## src/rtl/ha_array_mul_sequencer.sv

```systemverilog
// Sequencer for the 8x8 approximate multiplier's half-adder stage: latches operands,
// reduces the four row pairs into a saturated 16-bit product with one shared adder.
module ha_array_mul_sequencer (
    input  logic        clk,
    input  logic        rst,
    input  logic        in_valid,
    output logic        in_ready,
    input  logic [7:0]  in_x,
    input  logic [7:0]  in_y,
    output logic [7:0]  pp_x,
    output logic [7:0]  pp_y,
    input  logic [8:0]  ha_array_0_t,
    input  logic [8:0]  ha_array_1_t,
    input  logic [8:0]  ha_array_2_t,
    input  logic [8:0]  ha_array_3_t,
    input  logic [6:0]  ha_array_0_b,
    input  logic [6:0]  ha_array_1_b,
    input  logic [6:0]  ha_array_2_b,
    input  logic [6:0]  ha_array_3_b,
    output logic        out_valid,
    input  logic        out_ready,
    output logic [15:0] out_p,
    output logic        out_sat,
    output logic        busy,
    output logic [15:0] op_count
);

    localparam int unsigned ROWS  = 4;
    localparam int unsigned OUT_W = 16;
    localparam int unsigned ACC_W = OUT_W + 2;

    typedef enum logic [1:0] {StIdle, StAcc, StDone} state_t;

    state_t             state;
    logic [1:0]         r;
    logic [ACC_W-1:0]   acc;
    logic [8:0]         t_sel;
    logic [6:0]         b_sel;
    logic [9:0]         row_val;
    logic [ACC_W-1:0]   row_term;

    always_comb begin
        t_sel = '0;
        b_sel = '0;
        unique case (r)
            2'd0: begin t_sel = ha_array_0_t; b_sel = ha_array_0_b; end
            2'd1: begin t_sel = ha_array_1_t; b_sel = ha_array_1_b; end
            2'd2: begin t_sel = ha_array_2_t; b_sel = ha_array_2_b; end
            2'd3: begin t_sel = ha_array_3_t; b_sel = ha_array_3_b; end
            default: ;
        endcase
        // Carry vector sits two bit positions above the sum vector within a row.
        row_val  = {1'b0, t_sel} + {1'b0, b_sel, 2'b00};
        row_term = {{(ACC_W-10){1'b0}}, row_val} << {r, 1'b0};
    end

    assign out_sat = |acc[ACC_W-1:OUT_W];
    assign out_p   = out_sat ? {OUT_W{1'b1}} : acc[OUT_W-1:0];

    always_ff @(posedge clk) begin
        if (rst) begin
            state     <= StIdle;
            r         <= '0;
            acc       <= '0;
            pp_x      <= '0;
            pp_y      <= '0;
            in_ready  <= 1'b1;
            out_valid <= 1'b0;
            busy      <= 1'b0;
            op_count  <= '0;
        end else begin
            unique case (state)
                StIdle: begin
                    if (in_valid) begin
                        pp_x     <= in_x;
                        pp_y     <= in_y;
                        acc      <= '0;
                        r        <= '0;
                        in_ready <= 1'b0;
                        busy     <= 1'b1;
                        if (in_x == 8'd0 || in_y == 8'd0) begin
                            state     <= StDone;
                            out_valid <= 1'b1;
                        end else begin
                            state <= StAcc;
                        end
                    end
                end
                StAcc: begin
                    acc <= acc + row_term;
                    r   <= r + 2'd1;
                    if (r == 2'(ROWS - 1)) begin
                        state     <= StDone;
                        out_valid <= 1'b1;
                    end
                end
                StDone: begin
                    if (out_ready) begin
                        op_count  <= op_count + 16'd1;
                        out_valid <= 1'b0;
                        busy      <= 1'b0;
                        in_ready  <= 1'b1;
                        state     <= StIdle;
                    end
                end
                default: state <= StIdle;
            endcase
        end
    end

endmodule

```

## config.mk

```make
export PLATFORM = sky130hd
export DESIGN_NAME = ha_array_mul_sequencer
export DESIGN_NICKNAME = d
export VERILOG_FILES = /design/src/rtl/ha_array_mul_sequencer.sv
export SDC_FILE = /design/constraint.sdc
export NUM_CORES = 1
export LEC_CHECK = 0
export BUFFER_PORTS_ARGS = -buffer_cell sky130_fd_sc_hd__buf_4
export CAP_MARGIN = 30
export CORE_MARGIN = 1.5
export CORE_UTILIZATION = 46
export CTS_CLUSTER_SIZE = 28
export DETAILED_ROUTE_END_ITERATION = 6
export HOLD_SLACK_MARGIN = 0.08
export PLACE_DENSITY = 0.82
export SLEW_MARGIN = 25
export SYNTH_ARGS = -nofsm -noshare
export SYNTH_HDL_FRONTEND = slang
export SYNTH_SLANG_ARGS = --single-unit
```

## constraint.sdc

```tcl
create_clock -name clk -period 5.11 [get_ports clk]
set_clock_uncertainty 0.05 [all_clocks]
set_input_delay 0.7665 -clock clk [delete_from_list [all_inputs] [get_ports clk]]
set_output_delay 0.7665 -clock clk [all_outputs]
set_load 0.02 [all_outputs]
```

==> qor.csv <==
metric,value,unit
Max Slew Vio Count,0,
post-layout util,64.2,%
dpl ws,0.0376,ns
GR Layer Usage met1,27.6,%
clock group share of total power,21.2,%
CP Max Fanout,10,
met3 usage,6.24,%
WL final,11.0,mm
I/O Pins,136,
Psw,846,uW
sequential area share after synthesis,28.8,%
critical path required time,5.33,ns
Least-Margin Pin Slew,0.870,ns
# diodes,0,
CP Capture Type,flop,
TritonCTS clock tree,yes,
antenna violations before repair,0,
relative slew slack,41.8,%
largest net degree at the start of global routing,52,
total CTS buffers,9,
Worst Path Arrival,5.03,ns
Hold Crit Class,reg2reg,
ys async rst share,0,%
fmax,208,MHz
number of nets in the layout,752,
Fin. Hold Viols,0,
max-cap violations,0,
Yosys cell types,58,
Die Span Y,95.7,um
GRT Overall Usage,24.1,%
CP Class,reg2reg,
"EDFF count, synth",0,
final worst-path cycle share,94.2,%
Routed wire per std cell,14.7,um
Max clock buf depth,2,
via count,4244,
"Design Area, Final",5300,sq um
global routing usage on met2,44.2,%
synthesized netlist cell count,512,
Remaining DRCs,0,
minimum clock period,4.81,ns
core box area,8260,sq um
die width,95.7,um
vias in the first global route,4052,
post-route ant nets,0,
Reg power frac,25.7,%
"most common cell after layout, fill and taps aside",buf_4,
DRT iter0 DRCs,217,
Final setup violation count,0,
DIE AREA,9170,sq um
H-tree Lvls,3,
setup TNS,0,ns
total gr overflow,0,
average size of a mapped cell,7.73,sq um
leakage,0.00247,uW
Post-DP HPWL,8.27,mm
final worst setup slack,0.299,ns
#FFs+latches synth,57,
worst-skew pair later-pin latency,0.34,ns
maximum vdd ir drop,0.215,mV
syn nets,627,
Final Wtd Congestion,0.887,
most frequent cells in the layout,"buf_4, nand2_1, a21oi_1, dfxtp_1, nor2_1",
CTS sink cnt,57,
Root Buffer,clkbuf_8,
Sw Ratio,41.2,%
global route hottest layer,met2,
Worst-path clk slew,0.07,ns
first-pass GRT wire length,17.8,mm
CP Launch Type,flop,
drt via density,5.68,
I/O Buffers,135,
Layout Area Growth over Synthesis,33.9,%
initial core utilization,47.9,%
DRT Pass-1 Iters,5,
yosys warns,0,
Pint,1210,uW
Synth Flop Type,dfxtp_1,
Power Dens Cells,387,nW/um^2
share of post-route cells with drive strength above 1,27.9,%
part of the power in combinational logic,53.1,%
synthesized area,3960,sq um
row count,33,
outcome,"complete, no violations",
Placed Instance Area,5050,sq um
[worst paths after layout]
check | from | endpoint | slack [ns] | depth (start not counted)
setup / recovery | r[1] | acc[16] | 0.30 | 21
setup reg to reg | r[1] | acc[16] | 0.30 | 21
hold reg to reg | pp_x[4] | pp_x[4] | 0.40 | 2
hold / removal | pp_x[4] | pp_x[4] | 0.40 | 2
[state kept, by name, indices dropped and copies added, names as in the netlist]
name,cells
acc,18
op_count,16
pp_x,8
pp_y,8
r,2
state,2
busy,1
in_ready,1
out_valid,1
[cell families after synthesis]
logic type                 Yosys count  share of synthesized area, %
muxes                                5                          1.30
AOI/OAI and AO/OA                  149                          25.8
adders and majority gates           31                          10.2
and+or+nand+nor                    205                          24.3
xor gates and xnor gates            27                          5.98
DFF                                 57                          28.8
buffers and inverters               38                          3.64
[critical path, stage by stage (launching register included)]
cell and delay (ns):
dfxtp_2 0.39, clkinv_1 0.10, ha_1 0.28, buf_4 0.20
a222oi_1 0.25, a21oi_1 0.12, ha_1 0.24, fa_1 0.41
a21o_1 0.18, a21oi_2 0.19, o21bai_1 0.09, a21oi_1 0.21
xnor2_1 0.16, mux2i_1 0.10, o21ai_1 0.16, ha_1 0.29
a21o_1 0.21, a31o_2 0.24, a221oi_4 0.34, o22ai_1 0.12
mux2_1 0.33, nor2_1 0.07
[per-layer routing]
layer / up-vias / wire length (um)
met5: - / 0
met1: 1958 / 4600
met3: 13 / 970
met2: 165 / 5300
met4: 0 / 114
li1: 2108 / -
[power groups by stage]
stage | logic (uW) | clock network [uW] | registers, uW
floorplan | 757 | 0 | 544
global placement | 1010 | 0 | 533
detailed placement | 1040 | 0 | 536
CTS | 1040 | 444 | 527
global route | 1210 | 461 | 534
finish | 1090 | 435 | 527
[what timing repair did]
item                       in CTS  in global routing
setup endpoints to repair       0                  7
hold buffers                    0                  0
gates resized for setup         0                 12
setup buffers                   0                  1
[per-stage QoR]
stage | hold WS, ns | instances | power [uW]
floorplan | 0.392 | 512 | 1300
global placement | 0.393 | 730 | 1540
detailed placement | 0.398 | 730 | 1570
CTS | 0.409 | 746 | 2010
global route | 0.433 | 747 | 2210
finish | 0.405 | 747 | 2050
[cell type report]
class	instances	area [sq um]
clock inverters	6	66.3
multi-input cells	417	2700
clock buffers	10	138
repair buffers	145	1100
well taps	105	131
flip-flops and latches	57	1140
fillers	733	2960
inverters	7	26.3
[synth_stat cells, types with 2 or more instances]
cell | n | share of area, %
a21o_1 | 12 | 2.3
nor4_1 | 5 | 0.79
ha_1 | 29 | 9.2
nor3b_1 | 2 | 0.38
clkbuf_1 | 24 | 2.3
o211ai_1 | 3 | 0.57
a211oi_1 | 4 | 0.76
nor2_1 | 55 | 5.2
mux2i_1 | 4 | 1.0
a222oi_1 | 16 | 4.0
a22o_1 | 7 | 1.5
o21ai_0 | 16 | 2.0
and3_1 | 5 | 0.79
xnor2_1 | 13 | 2.9
and2_1 | 3 | 0.47
inv_1 | 6 | 0.57
a211o_1 | 3 | 0.66
dfxtp_1 | 57 | 29
nand3_1 | 22 | 2.8
nand3b_1 | 2 | 0.38
or3_1 | 20 | 3.2
a21oi_1 | 64 | 8.1
nor2b_1 | 4 | 0.63
a31o_2 | 2 | 0.44
fa_1 | 2 | 1.0
o2bb2ai_1 | 2 | 0.44
o21a_1 | 6 | 1.1
nand2_1 | 69 | 6.5
nand4_1 | 4 | 0.63
buf_1 | 6 | 0.57
nand2b_1 | 3 | 0.47
nor3_1 | 3 | 0.38
xor2_1 | 14 | 3.1
(Power assumes the default switching activity.)
